===== config.mk =====
export PLATFORM = sky130hd
export DESIGN_NAME = vppm_symbol_demod
export DESIGN_NICKNAME = d
export VERILOG_FILES = /design/src/rtl/vppm_symbol_demod.sv
export SDC_FILE = /design/constraint.sdc
export NUM_CORES = 1
export LEC_CHECK = 0
export CAP_MARGIN = 10
export CORE_MARGIN = 10
export CORE_UTILIZATION = 39
export CTS_BUF_LIST = sky130_fd_sc_hd__clkbuf_8
export CTS_CLUSTER_SIZE = 24
export DETAILED_ROUTE_END_ITERATION = 10
export GPL_TIMING_DRIVEN = 0
export SLEW_MARGIN = 20
export SYNTH_ARGS = -nofsm -noshare
export SYNTH_HDL_FRONTEND = slang
export SYNTH_SLANG_ARGS = --single-unit
export TNS_END_PERCENT = 20

===== constraint.sdc =====
create_clock -name clk -period 7.4 [get_ports clk]
set_clock_uncertainty 0.2 [all_clocks]
set_input_delay 1.48 -clock clk [delete_from_list [all_inputs] [get_ports clk]]
set_output_delay 1.48 -clock clk [all_outputs]
set_load 0.01 [all_outputs]

===== src/rtl/vppm_symbol_demod.sv =====
// vppm_symbol_demod
// VPPM symbol demodulator. Synchronizes the raw photodetector line, aligns to
// the first preamble rising edge, decides each symbol by comparing the number
// of high samples in the two halves of the period, and assembles DATA_W-bit
// words (MSB first) with a one-cycle data_valid strobe. Comparing energy in the
// two halves rather than looking for a fixed pulse width keeps the decision
// independent of the transmitter's dimming level.
//
// Optional feature macro: VPPM_PARITY_EN
//   When defined, every word is followed by one even-parity symbol and
//   parity_err qualifies data_valid. When undefined, parity_err is tied to 0.

module vppm_symbol_demod #(
  parameter int PERIOD_W     = 32,
  parameter int DATA_W       = 8,
  parameter int SYNC_SYMBOLS = 4
) (
  input  logic                clk,
  input  logic                rst,
  input  logic                signalIn,
  input  logic [PERIOD_W-1:0] period_in,
  input  logic                period_valid,
  output logic [DATA_W-1:0]   data_out,
  output logic                data_valid,
  output logic                parity_err,
  output logic                frame_err,
  output logic                busy
);

  // Symbols per word, including the trailing parity symbol when enabled.
`ifdef VPPM_PARITY_EN
  localparam int WORD_SYMS = DATA_W + 1;
`else
  localparam int WORD_SYMS = DATA_W;
`endif

  localparam int BIT_CNT_W = $clog2(WORD_SYMS + 1);
  localparam int PRE_CNT_W = $clog2(SYNC_SYMBOLS + 1);

  localparam logic [BIT_CNT_W-1:0] WORD_LAST  = BIT_CNT_W'(WORD_SYMS - 1);
  localparam logic [PRE_CNT_W-1:0] SYNC_MAX   = PRE_CNT_W'(SYNC_SYMBOLS);
  localparam logic [PERIOD_W-1:0]  MIN_PERIOD = PERIOD_W'(4);

  // Receiver states.
  localparam logic [1:0] IDLE     = 2'd0;
  localparam logic [1:0] HUNT     = 2'd1;
  localparam logic [1:0] PREAMBLE = 2'd2;
  localparam logic [1:0] DATA     = 2'd3;

  logic                 syncMeta;
  logic                 syncSample;
  logic                 prevSample;
  logic                 risingEdge;

  logic [1:0]           state;
  logic [PERIOD_W-1:0]  period;
  logic [PERIOD_W-1:0]  phase;
  logic [PERIOD_W-1:0]  h1;
  logic [PERIOD_W-1:0]  h2;
  logic [PERIOD_W-1:0]  h1Next;
  logic [PERIOD_W-1:0]  h2Next;
  logic [PERIOD_W-1:0]  half;
  logic                 inFirstHalf;
  logic                 symbolEnd;
  logic                 symIdle;
  logic                 symOne;
  logic                 inFrame;
  logic                 huntEdge;

  logic [PRE_CNT_W-1:0] preCnt;
  logic [BIT_CNT_W-1:0] bitCnt;
  logic [WORD_SYMS-2:0] shiftReg;
  logic [WORD_SYMS-1:0] wordNext;
  logic                 wordDone;

  // Two-flop synchronizer for the asynchronous line, plus one more stage of
  // history so a rising edge can be recognised on the sampled value.
  always_ff @(posedge clk) begin
    if (rst) begin
      syncMeta   <= 1'b0;
      syncSample <= 1'b0;
      prevSample <= 1'b0;
    end else begin
      syncMeta   <= signalIn;
      syncSample <= syncMeta;
      prevSample <= syncSample;
    end
  end

  assign risingEdge = syncSample & ~prevSample;

  // The capturing edge in HUNT is phase 0 of the first preamble symbol; a low
  // period_valid takes priority and sends the receiver back to IDLE instead.
  assign huntEdge = (state == HUNT) && period_valid && risingEdge;
  assign inFrame  = (state == PREAMBLE) || (state == DATA);
  assign busy     = inFrame;

  // Half-period split; for odd periods the second half gets the extra sample.
  assign half        = period >> 1;
  assign inFirstHalf = (phase < half);
  assign symbolEnd   = (phase == (period - PERIOD_W'(1)));

  // Energy of the symbol so far including the current cycle's sample, so the
  // decision made in the last phase already accounts for that last sample.
  always_comb begin
    h1Next = h1;
    h2Next = h2;
    if (syncSample) begin
      if (inFirstHalf) begin
        h1Next = h1 + PERIOD_W'(1);
      end else begin
        h2Next = h2 + PERIOD_W'(1);
      end
    end
  end

  // No energy at all means the line went quiet; otherwise the heavier half
  // wins and ties fall to 0.
  assign symIdle = (h1Next == '0) && (h2Next == '0);
  assign symOne  = (h2Next > h1Next);

  // Word assembly: previously received symbols with the new one appended.
  assign wordNext = {shiftReg, symOne};
  assign wordDone = (bitCnt == WORD_LAST);

  // Phase and per-half energy counters; they run freely from the capturing
  // edge with no realignment and restart right after every decision.
  always_ff @(posedge clk) begin
    if (rst) begin
      phase <= '0;
      h1    <= '0;
      h2    <= '0;
    end else if (huntEdge) begin
      phase <= PERIOD_W'(1);
      h1    <= PERIOD_W'(1);
      h2    <= '0;
    end else if (inFrame) begin
      if (symbolEnd) begin
        phase <= '0;
        h1    <= '0;
        h2    <= '0;
      end else begin
        phase <= phase + PERIOD_W'(1);
        h1    <= h1Next;
        h2    <= h2Next;
      end
    end else begin
      phase <= '0;
      h1    <= '0;
      h2    <= '0;
    end
  end

  // Receiver state machine: period capture, preamble qualification and
  // symbol-to-word assembly. The period is frozen while in a frame so
  // period_valid or period_in changes mid-frame have no effect.
  always_ff @(posedge clk) begin
    if (rst) begin
      state    <= IDLE;
      period   <= '0;
      preCnt   <= '0;
      bitCnt   <= '0;
      shiftReg <= '0;
    end else begin
      case (state)
        IDLE: begin
          if (period_valid && (period_in >= MIN_PERIOD)) begin
            period <= period_in;
            state  <= HUNT;
          end
        end

        HUNT: begin
          if (!period_valid) begin
            state <= IDLE;
          end else begin
            // Too-short periods are never accepted, so keep the last good one.
            if (period_in >= MIN_PERIOD) begin
              period <= period_in;
            end
            if (risingEdge) begin
              preCnt <= '0;
              state  <= PREAMBLE;
            end
          end
        end

        PREAMBLE: begin
          if (symbolEnd) begin
            if (symIdle) begin
              state <= HUNT;
            end else if (!symOne) begin
              if (preCnt < SYNC_MAX) begin
                preCnt <= preCnt + PRE_CNT_W'(1);
              end
            end else if (preCnt >= SYNC_MAX) begin
              // Delimiter accepted; it carries no data itself.
              state    <= DATA;
              bitCnt   <= '0;
              shiftReg <= '0;
            end else begin
              state <= HUNT;
            end
          end
        end

        DATA: begin
          if (symbolEnd) begin
            if (symIdle) begin
              state    <= HUNT;
              bitCnt   <= '0;
              shiftReg <= '0;
            end else if (wordDone) begin
              bitCnt   <= '0;
              shiftReg <= '0;
            end else begin
              bitCnt   <= bitCnt + BIT_CNT_W'(1);
              shiftReg <= wordNext[WORD_SYMS-2:0];
            end
          end
        end

        default: begin
          state <= IDLE;
        end
      endcase
    end
  end

  // Output word register and the one-cycle strobes, all registered so they
  // appear the cycle after the deciding phase.
  always_ff @(posedge clk) begin
    if (rst) begin
      data_out   <= '0;
      data_valid <= 1'b0;
      frame_err  <= 1'b0;
    end else begin
      data_valid <= 1'b0;
      frame_err  <= 1'b0;
      if ((state == DATA) && symbolEnd) begin
        if (symIdle) begin
          frame_err <= (bitCnt != '0);
        end else if (wordDone) begin
          data_out   <= wordNext[WORD_SYMS-1 -: DATA_W];
          data_valid <= 1'b1;
        end
      end
    end
  end

`ifdef VPPM_PARITY_EN
  // Even parity over data bits plus parity symbol, aligned with data_valid.
  always_ff @(posedge clk) begin
    if (rst) begin
      parity_err <= 1'b0;
    end else begin
      parity_err <= 1'b0;
      if ((state == DATA) && symbolEnd && !symIdle && wordDone) begin
        parity_err <= ^wordNext;
      end
    end
  end
`else
  assign parity_err = 1'b0;
`endif

endmodule


==> metrics.txt <==
final worst path period share=0.9274; max incr delay on CP=0.56 ns; CP delay by family, top=compound AO/OA/AOI/OAI gates; Yosys cell types=79; RSZ-0062 raised after global routing=no; highest routed metal layer=met4; Metal-1 WL=13720 um; Rel. slew slack=0.3732; cell count after synthesis=approximately 1300; fmax=around 150 MHz; Hold Crit Start=syncMeta; Ant. Diodes=0; CTS sink cnt=157; hpwl dp=23490 um; vias in the first global route=8973; largest net degree at the start of global routing=18; Critical Path Slowest Stage Cell=nor4_1; multi-input logic area=6771 um^2; GR Util All Layers=0.1769; Clk Latency, worst-skew pair=between 0.4 and 0.5 ns; Synthesis Warnings=0; commonest non-fill, non-tap cell in the layout=nor2_1; Pre-antenna DRT Iters=5; Worst Hold End=syncSample; Area Growth Syn to Fin=12.32%; Top cell by count, worst path=a21o_1; post-route DRC violation count=0; critical path cell sequence=inv_1, ha_1, nand4b_1, nor4_1, nand2_1, a31oi_2, buf_2, buf_2, buf_2, o211ai_1, xor2_1, inv_1, ha_1, a21o_1, a21o_1, a21o_1, a21o_1, a21oi_1, nor2_1, a211oi_1, a31oi_2, and4_1, o2111a_1, mux2_2; PD cells=between 150 and 200 nW/um^2; CP bufs+invs=5; Vias/cell=5.596; Syn Area/Cell=around 8.2 um^2; asr flop ratio synth=0; worst r2r src=period[29]; die height=182.8 um; gpl congestion=0.9200; Root Driver=clkbuf_8; Std-Cell Rows=59; Die Wd=182.8 um; flop and latch count out of synthesis=157; setup tns final=0 ns; Reg area=3143 um^2; EDFF count, synth=0; clock share of power=0.352; worst slew pin tran=0.9402 ns; Starting Density=0.3964; Reg2Reg Setup Slack=~0.54 ns; Final Hold Viols=0; Required @ worst endpoint=between 7 and 8 ns; data arrival time of the critical path=7.04 ns; H-tree depth=4; max cap viols=0; Overflow after GRT=0; status=finished clean; Main synth FF type=dfxtp_1; Post-DRT Antenna Nets=0; CTS tree=done; Final Critical Period=6.862 ns; Clock transition at path regs=0.11 ns; most frequent cells in the layout=nor2_1, dfxtp_1, xnor2_1; Net Sw Power=590.7 uW; syn_nets=roughly 1400; Final nets=1437; Detail Route met2 WL=13970 um; core region area=26060 um^2; drt wl/cell=17.91 um; placed cell area=11200 um^2; internal power=~1200 uW; Post-Syn Area=10330 um^2; hold crit path type=reg2reg; overall power=1819 uW; critical path startpoint category=flip-flop; fill cell count=2618; first-pass GRT wire length=48130 um; initial drt markers=736; Flop pwr share=0.487; CTS buffer count=17; # IOs=48; clk buf depth=2; initial antenna violation count=0; critical path class=reg2reg; Worst R2R Path Depth=24; Setup crit end kind=flip-flop; vias=9373; static leakage=0.004504 uW; register area share after synthesis=0.3043; reg2reg end=bitCnt[0]; die area=33400 um^2; Final Instance Area=between 10000 and 15000 um^2; Critical Path Fanout Max=10; Worst VDD drop=0.09020 mV; Gate power share=0.161; # setup viols final=0; final max-slew violation count=0; final WL=30000 um; IO buf count=45; share of layout cells above drive strength 1=0.04925; Hold Crit Depth=1; Setup Buffers After CTS=0; Switching Fraction=0.3247; met3 WL=roughly 1600 um
area by class of cell:
type	count	area share
repair buffers	45	0.03882
clock buffers	17	0.02017
flip-flops and latches	157	0.2709
plain buffers	54	0.01876
clock inverters	15	0.01251
inverters	59	0.01909
multi-input cells	993	0.5836
well taps	335	0.03613
power by group through the flow:
| stage | logic [uW] | registers (uW) | clock network [uW] |
|---|---|---|---|
| after detailed placement | 287 | 906 | 0 |
| after CTS | 289 | 886 | 655 |
| after global routing | 323 | 890 | 692 |
| after global placement | 284 | 905 | 0 |
| after floorplan | 204 | 897 | 0 |
| final | 292 | 886 | 641 |
synth_stat cells (all sizes together), types with 4 or more instances:
| master | number | area (um^2) |
|---|---|---|
| a2111oi | 4 | 36.29 |
| a211oi | 5 | 55.05 |
| a21o | 12 | 90.09 |
| a21oi | 39 | 195.2 |
| a22o | 7 | 61.31 |
| a22oi | 4 | 30.03 |
| a31oi | 7 | 43.79 |
| and2 | 13 | 81.33 |
| and3 | 28 | 175.2 |
| and4 | 15 | 131.4 |
| buf | 15 | 71.32 |
| clkbuf | 39 | 146.4 |
| dfxtp | 157 | 3143 |
| ha | 74 | 925.9 |
| inv | 58 | 217.7 |
| mux2i | 49 | 490.5 |
| nand2 | 78 | 292.8 |
| nand2b | 5 | 31.28 |
| nand3 | 47 | 235.2 |
| nand4 | 45 | 281.5 |
| nand4b | 5 | 43.79 |
| nor2 | 175 | 656.9 |
| nor2b | 30 | 187.7 |
| nor3 | 38 | 195.2 |
| nor4 | 38 | 244.0 |
| nor4b | 4 | 56.30 |
| o2111ai | 8 | 70.07 |
| o211a | 4 | 40.04 |
| o211ai | 8 | 60.06 |
| o21a | 7 | 52.55 |
| o21ai | 29 | 145.1 |
| o31ai | 5 | 37.54 |
| or2 | 9 | 56.31 |
| or3 | 5 | 31.28 |
| or4 | 8 | 60.06 |
| xnor2 | 79 | 691.9 |
| xor2 | 54 | 473.0 |
metrics by stage:
step           worst slack [ns]  hold WS, ns  cells  utilization
4_1_cts                  0.1825       0.2697   1675       0.4443
2_1_floorplan             1.994       0.2138   1263            -
6_report                 0.5375       0.2739   1675       0.4452
3_3_place_gp             0.1499       0.2359   1643       0.4298
5_1_grt                  0.1625       0.2884   1675       0.4452
3_5_place_dp             0.2083       0.2526   1643       0.4298
worst max-delay path by stage:
stage | slack [ns] | cells past startpoint | startpoint | endpoint
detailed placement | 0.21 | 24 | period[29] | preCnt[0]
CTS | 0.18 | 24 | period[29] | preCnt[0]
finish | 0.54 | 24 | period[29] | bitCnt[0]
global placement | 0.15 | 24 | period[29] | preCnt[0]
floorplan | 1.99 | 25 | period[16] | preCnt[0]
global route | 0.16 | 24 | period[30] | preCnt[1]
kinds of logic after synthesis:
| group | after synthesis | share of synthesized area |
|---|---|---|
| and+or+nand+nor | 554 | 0.2766 |
| AOI/OAI and AO/OA | 180 | 0.1242 |
| DFF | 157 | 0.3043 |
| xor gates and xnor gates | 133 | 0.1128 |
| buffers and inverters | 113 | 0.04251 |
| adders and majority gates | 74 | 0.08963 |
| muxes | 51 | 0.04966 |
| other | 1 | 0.0003630 |
worst register-to-register path, delay by kind of cell, from the launching register on:
kind	cells	cell delay, ns
buffers and inverters	5	1.14
AND/OR/NAND/NOR	5	1.34
adder cells (fa/ha/maj)	2	0.59
AO/OA/AOI/OAI	10	2.47
multiplexers	1	0.29
XOR/XNOR	1	0.31
flip-flops	1	0.43
per-layer routing:
metal / track usage / up-vias
li1: - / 4655
met4: 0.05825 / 0
met1: 0.2308 / 4377
met5: 0 / -
met2: 0.2926 / 291
met3: 0.02677 / 50
flip-flops by register name (all words and copies together), names as in the netlist, 2 cells and up, named ones only:
register / flops
bitCnt: 4
data_out: 8
h1: 32
h2: 31
period: 32
phase: 32
preCnt: 3
shiftReg: 7
state: 2
what timing repair did:
item	in CTS	in global routing
setup endpoints to repair	0	14
hold buffers	0	0
gates resized for setup	0	4
Power figures use the tool's default switching activity.
